<file path="config.mk">
export PLATFORM = sky130hd
export DESIGN_NAME = uart_tx_flat
export DESIGN_NICKNAME = d
export VERILOG_FILES = /design/src/rtl/uart_pkg.sv /design/src/rtl/uart_tx_if.sv /design/src/rtl/uart_tx_parity_calc.sv /design/src/rtl/uart_tx.sv /design/src/flat_wrapper.sv
export SDC_FILE = /design/constraint.sdc
export NUM_CORES = 1
export LEC_CHECK = 0
export ABC_AREA = 0
export CAP_MARGIN = 20
export CORE_ASPECT_RATIO = 2
export CORE_MARGIN = 4
export CORE_UTILIZATION = 40
export DETAILED_ROUTE_END_ITERATION = 7
export GPL_TIMING_DRIVEN = 1
export SETUP_SLACK_MARGIN = 0.05
export SKIP_CTS_REPAIR_TIMING = 1
export SYNTH_ARGS = -nofsm -noshare
export SYNTH_HDL_FRONTEND = slang
export SYNTH_SLANG_ARGS = --single-unit
</file>
<file path="constraint.sdc">
create_clock -name CLK -period 1.9 [get_ports CLK]
set_input_delay 0.475 -clock CLK [delete_from_list [all_inputs] [get_ports CLK]]
set_output_delay 0.475 -clock CLK [all_outputs]
set_load 0.01 [all_outputs]
</file>
<file path="src/rtl/uart_pkg.sv">
// Shared UART definitions: FSM state encoding, parity-type codes and default widths.
// Both the TX and RX paths import this package.
`timescale 1ns/1ps
package uart_pkg;

    typedef enum logic [2:0] {
        IDLE   = 3'd0,
        START  = 3'd1,
        DATA   = 3'd2,
        PARITY = 3'd3,
        STOP   = 3'd4
    } uart_tx_state_t;

    localparam logic PAR_EVEN = 1'b0;
    localparam logic PAR_ODD  = 1'b1;

    localparam int DEF_DATA_WIDTH     = 8;
    localparam int DEF_PRESCALE_WIDTH = 4;

endpackage

</file>
<file path="src/rtl/uart_tx_if.sv">
// Parallel request side and serial/status side of the UART transmitter.
`timescale 1ns/1ps
interface uart_tx_if
    import uart_pkg::*;
#(
    parameter int DATA_WIDTH     = DEF_DATA_WIDTH,
    parameter int PRESCALE_WIDTH = DEF_PRESCALE_WIDTH
) ();

    logic [DATA_WIDTH-1:0]     P_DATA;
    logic                      Data_Valid;
    logic                      PAR_EN;
    logic                      PAR_TYP;
    logic [PRESCALE_WIDTH-1:0] Prescale;
    logic                      TX_OUT;
    logic                      busy;

    modport master (
        output P_DATA, Data_Valid, PAR_EN, PAR_TYP, Prescale,
        input  TX_OUT, busy
    );

    modport slave (
        input  P_DATA, Data_Valid, PAR_EN, PAR_TYP, Prescale,
        output TX_OUT, busy
    );

endinterface

</file>
<file path="src/rtl/uart_tx_parity_calc.sv">
// Combinational parity generator: XOR-reduce of the payload, inverted for odd parity.
`timescale 1ns/1ps
module parity_calc
    import uart_pkg::*;
#(
    parameter int WIDTH = DEF_DATA_WIDTH
) (
    input  logic [WIDTH-1:0] data_i,
    input  logic             par_typ_i,
    output logic             par_o
);

    assign par_o = (^data_i) ^ (par_typ_i == PAR_ODD);

endmodule

</file>
<file path="src/rtl/uart_tx.sv">
// UART transmitter: start bit, LSB-first payload, optional parity, stop bit,
// each held for max(Prescale,1) clocks. Outputs are registered.
`timescale 1ns/1ps
module uart_tx
    import uart_pkg::*;
#(
    parameter int DATA_WIDTH     = DEF_DATA_WIDTH,
    parameter int PRESCALE_WIDTH = DEF_PRESCALE_WIDTH
) (
    input  logic     CLK,
    input  logic     RST,
    uart_tx_if.slave tx_if
);

    localparam int IDX_W = (DATA_WIDTH > 1) ? $clog2(DATA_WIDTH) : 1;
    localparam logic [IDX_W-1:0] LAST_IDX = IDX_W'(DATA_WIDTH - 1);

    uart_tx_state_t            state_q;
    logic [DATA_WIDTH-1:0]     data_q;
    logic                      par_en_q;
    logic                      par_typ_q;
    logic [PRESCALE_WIDTH-1:0] last_tick_q;
    logic [PRESCALE_WIDTH-1:0] tick_q, tick_d;
    logic [IDX_W-1:0]          bit_idx_q, bit_idx_d;
    logic                      tx_q;
    logic                      busy_q;
    logic                      tick_done;
    logic                      par_bit;

    parity_calc #(.WIDTH(DATA_WIDTH)) u_parity (
        .data_i    (data_q),
        .par_typ_i (par_typ_q),
        .par_o     (par_bit)
    );

    assign tick_done = (tick_q == last_tick_q);
    assign tick_d    = tick_done ? '0 : tick_q + PRESCALE_WIDTH'(1);
    assign bit_idx_d = bit_idx_q + IDX_W'(1);

    always_ff @(posedge CLK) begin
        if (!RST) begin
            state_q     <= IDLE;
            data_q      <= '0;
            par_en_q    <= 1'b0;
            par_typ_q   <= PAR_EVEN;
            last_tick_q <= '0;
            tick_q      <= '0;
            bit_idx_q   <= '0;
            tx_q        <= 1'b1;
            busy_q      <= 1'b0;
        end else begin
            if (state_q != IDLE) tick_q <= tick_d;
            case (state_q)
                IDLE: begin
                    if (tx_if.Data_Valid) begin
                        data_q      <= tx_if.P_DATA;
                        par_en_q    <= tx_if.PAR_EN;
                        par_typ_q   <= tx_if.PAR_TYP;
                        // Store the last tick index; a prescale of 0 behaves like 1.
                        last_tick_q <= (tx_if.Prescale == '0) ? '0
                                       : tx_if.Prescale - PRESCALE_WIDTH'(1);
                        tick_q      <= '0;
                        state_q     <= START;
                        tx_q        <= 1'b0;
                        busy_q      <= 1'b1;
                    end
                end
                START: begin
                    if (tick_done) begin
                        state_q   <= DATA;
                        bit_idx_q <= '0;
                        tx_q      <= data_q[0];
                    end
                end
                DATA: begin
                    if (tick_done) begin
                        if (bit_idx_q == LAST_IDX) begin
                            state_q <= par_en_q ? PARITY : STOP;
                            tx_q    <= par_en_q ? par_bit : 1'b1;
                        end else begin
                            bit_idx_q <= bit_idx_d;
                            tx_q      <= data_q[bit_idx_d];
                        end
                    end
                end
                PARITY: begin
                    if (tick_done) begin
                        state_q <= STOP;
                        tx_q    <= 1'b1;
                    end
                end
                STOP: begin
                    if (tick_done) begin
                        state_q <= IDLE;
                        busy_q  <= 1'b0;
                    end
                end
                default: begin
                    state_q <= IDLE;
                    tx_q    <= 1'b1;
                    busy_q  <= 1'b0;
                end
            endcase
        end
    end

    assign tx_if.TX_OUT = tx_q;
    assign tx_if.busy   = busy_q;

endmodule

</file>
<file path="src/flat_wrapper.sv">
// flat-port wrapper written by rule: the top's interface ports become plain ports
module uart_tx_flat import uart_pkg::*;
#(
    parameter int DATA_WIDTH     = DEF_DATA_WIDTH,
    parameter int PRESCALE_WIDTH = DEF_PRESCALE_WIDTH
)
  (CLK, RST, tx_if_P_DATA, tx_if_Data_Valid, tx_if_PAR_EN, tx_if_PAR_TYP, tx_if_Prescale, tx_if_TX_OUT, tx_if_busy);
  uart_tx_if #(.DATA_WIDTH(DATA_WIDTH), .PRESCALE_WIDTH(PRESCALE_WIDTH)) tx_if_i ();
  input  logic CLK;
  input  logic RST;
  input wire logic [$bits(tx_if_i.P_DATA)-1:0] tx_if_P_DATA;
  input wire logic [$bits(tx_if_i.Data_Valid)-1:0] tx_if_Data_Valid;
  input wire logic [$bits(tx_if_i.PAR_EN)-1:0] tx_if_PAR_EN;
  input wire logic [$bits(tx_if_i.PAR_TYP)-1:0] tx_if_PAR_TYP;
  input wire logic [$bits(tx_if_i.Prescale)-1:0] tx_if_Prescale;
  output wire logic [$bits(tx_if_i.TX_OUT)-1:0] tx_if_TX_OUT;
  output wire logic [$bits(tx_if_i.busy)-1:0] tx_if_busy;
  assign tx_if_i.P_DATA = tx_if_P_DATA;
  assign tx_if_i.Data_Valid = tx_if_Data_Valid;
  assign tx_if_i.PAR_EN = tx_if_PAR_EN;
  assign tx_if_i.PAR_TYP = tx_if_PAR_TYP;
  assign tx_if_i.Prescale = tx_if_Prescale;
  assign tx_if_TX_OUT = tx_if_i.TX_OUT;
  assign tx_if_busy = tx_if_i.busy;
  uart_tx #(.DATA_WIDTH(DATA_WIDTH), .PRESCALE_WIDTH(PRESCALE_WIDTH)) u_core (.CLK(CLK), .RST(RST), .tx_if(tx_if_i));
endmodule
</file>
==> impl_metrics.toml <==
[critical_path]
required_ns = 2.04
crit_arrival_ns = 1.85
cp-start-kind = "register"
endpoint_kind = "register"
path_class = "register to register"
reg2reg_slack_ns = 0.19
critical_path_peak_fanout = 7

[timing]
min_period_ns = 1.71
tns_ns = 0
slew_headroom = 0.724
timing.final.ws_setup_ns = 0.192
period_share = 0.899
setup_viol = 0
report.final.slew_viol_count = 0
finalHoldViolCount = 0
finClkSkew_ns = 0.00473
fmax_mhz = 586
rsz0062_at_grt = "yes"
worst_pin_slew_ns = 0.409

[power]
leakage_nw = 0.624
fin_total_pwr_mw = 1.42
power.density_nw_per_um2 = 830
ir_drop_mv = 0.531

[global_routing]
grt_pass1_vias = 1236
grt_use_met2 = 0.266
grtUsageMet3 = 0.0223
grt_antenna_before_repair = 0
grt_pass1_wl_mm = 5.49
grt_usage = 0.149
busiest_layer = "met2"
grt_overflow = 0
grt_max_degree = 25
met1_usage = 0.170

[synth]
synth_seq_cells = 26
synthesis.area_um2 = 1470
ys_types = 43
synth_edf_count = 0
synthesis.nets = 193
ys_warn_count = 0
synthFlopType = "dfxtp_1"
synth.avg_cell_area_um2 = 8.48
synth_sequential_area_ratio = 0.355
async_reset_ff_frac = 0
syn_inst = 173

[clock_network]
clkTransAtPathRegs_ns = 0.08
clkLatencyLatePin_ns = 0.27
clk_path_buf_depth = 2
cts-root-buf = "clkbuf_8"
cts_buffers = 3
cts_tree = "yes"
htreeDepth = 1
clock-sinks = 26

[routing]
drtAntennaViolNets = 0
drt_pass1_iterations = 4
drt_iter0_markers = 30
drc = 0
detail_route.wl_per_cell_um = 13.3
drt-total-wl_mm = 3.13
vias_per_cell = 5.41
dr_total_vias = 1277

[floorplanning]
dieArea_um2 = 4760
start_util = 0.425
io_pins = 19
core_um2 = 3450
die_x_um = 50.8
rows = 30
die_y_um = 93.7

[cells_and_area]
layout-drive-gt1-share = 0.0745
diodes = 0
nNetsFinal = 210
fillers = 376
syn_to_final_growth_pct = 16.4
layout_common_cells = "30 x nand2_1, 26 x dfxtp_1, 18 x clkdlybuf4s50_1"
multi_input_area_um2 = 872
final_common_cell = "nand2_1"
regArea_um2 = 520

[min_path]
min_path_type = "register to register"

[placement]
place_hpwl_mm = 2.41
numPortBuffers = 18
place.gp.congestion = 0.769
pre_cts_ws_ns = 0.0815

[run]
maxCapViolCount = 0

[status]
status = "finished clean"
## critical path, cell delays in order (launching register included)
cell	delay, ns
dfxtp_1	0.36
ha_2	0.41
nor2b_1	0.07
a2111oi_1	0.37
nor3_1	0.10
a31oi_1	0.18
a31oi_1	0.10
## sequential cells by signal, indices dropped and copies added, names as in the netlist
register             flops
u_core.tx_if.busy        1
u_core.data_q            8
u_core.tick_q            4
u_core.par_typ_q         1
u_core.state_q           3
u_core.tx_if.TX_OUT      1
u_core.bit_idx_q         3
u_core.par_en_q          1
u_core.last_tick_q       4
## routing by layer
| metal | vias up | routed length (um) | part of all wire |
|---|---|---|---|
| met5 | - | 0 | 0 |
| met4 | 0 | 61 | 0.019 |
| met3 | 7 | 125 | 0.040 |
| met2 | 32 | 1650 | 0.53 |
| met1 | 600 | 1300 | 0.41 |
| li1 | 638 | - | - |
## kinds of logic (layout without fill, tap and decap cells)
group           after synthesis  after routing  synth area share
compound gates               43             43             0.206
xor+xnor                     11             11            0.0750
fa+ha+maj                     3              3            0.0256
buf+inv                      11             26            0.0571
flops                        26             26             0.355
mux                           3              3            0.0205
simple gates                 76             76             0.261
## synthesized netlist by cell type, types with 3 or more instances
cell | instances | area [um2]
mux2i_1 | 3 | 30.0
xnor2_1 | 8 | 70.1
clkbuf_1 | 3 | 11.3
nor3_1 | 6 | 30.0
nand2_1 | 30 | 113
buf_6 | 4 | 45.0
nor2_1 | 8 | 30.0
o21ai_0 | 7 | 35.0
nand3_1 | 8 | 40.0
nor2b_1 | 7 | 43.8
a31oi_1 | 3 | 18.8
dfxtp_1 | 26 | 521
a21boi_0 | 15 | 113
ha_1 | 3 | 37.5
a21oi_1 | 4 | 20.0
nand3b_1 | 3 | 22.5
## stage by stage
step | std cells | hold WS (ns) | utilization | cell area, um2
after global routing | 236 | 0.481 | 0.495 | 1710
after global placement | 233 | 0.441 | 0.480 | 1660
after floorplan | 173 | 0.434 | - | 1470
after CTS | 236 | 0.467 | 0.492 | 1700
after detailed placement | 233 | 0.455 | 0.480 | 1660
final | 236 | 0.462 | 0.495 | 1710
## report_power, final
group | internal, mW | switching (mW)
combinational | 0.218 | 0.225
clock | 0.142 | 0.169
sequential | 0.599 | 0.0644
total | 0.959 | 0.458
## area by class of cell
class                      instances  area share
multi-input combinational        136       0.511
timing repair buffer              22       0.123
inverter                           1     0.00220
sequential                        26       0.305
clock buffer                       3      0.0242
tap                               48      0.0352
## path summary, 6_finish.rpt
path | startpoint | to | depth (start not counted)
setup / recovery | u_core.bit_idx_q[0] | u_core.tx_if.TX_OUT | 6
hold / removal | u_core.bit_idx_q[2] | u_core.bit_idx_q[2] | 2
setup reg to reg | u_core.bit_idx_q[0] | u_core.tx_if.TX_OUT | 6
hold reg to reg | u_core.bit_idx_q[2] | u_core.bit_idx_q[2] | 2
Note: power is estimated with default switching activity, not from simulation.
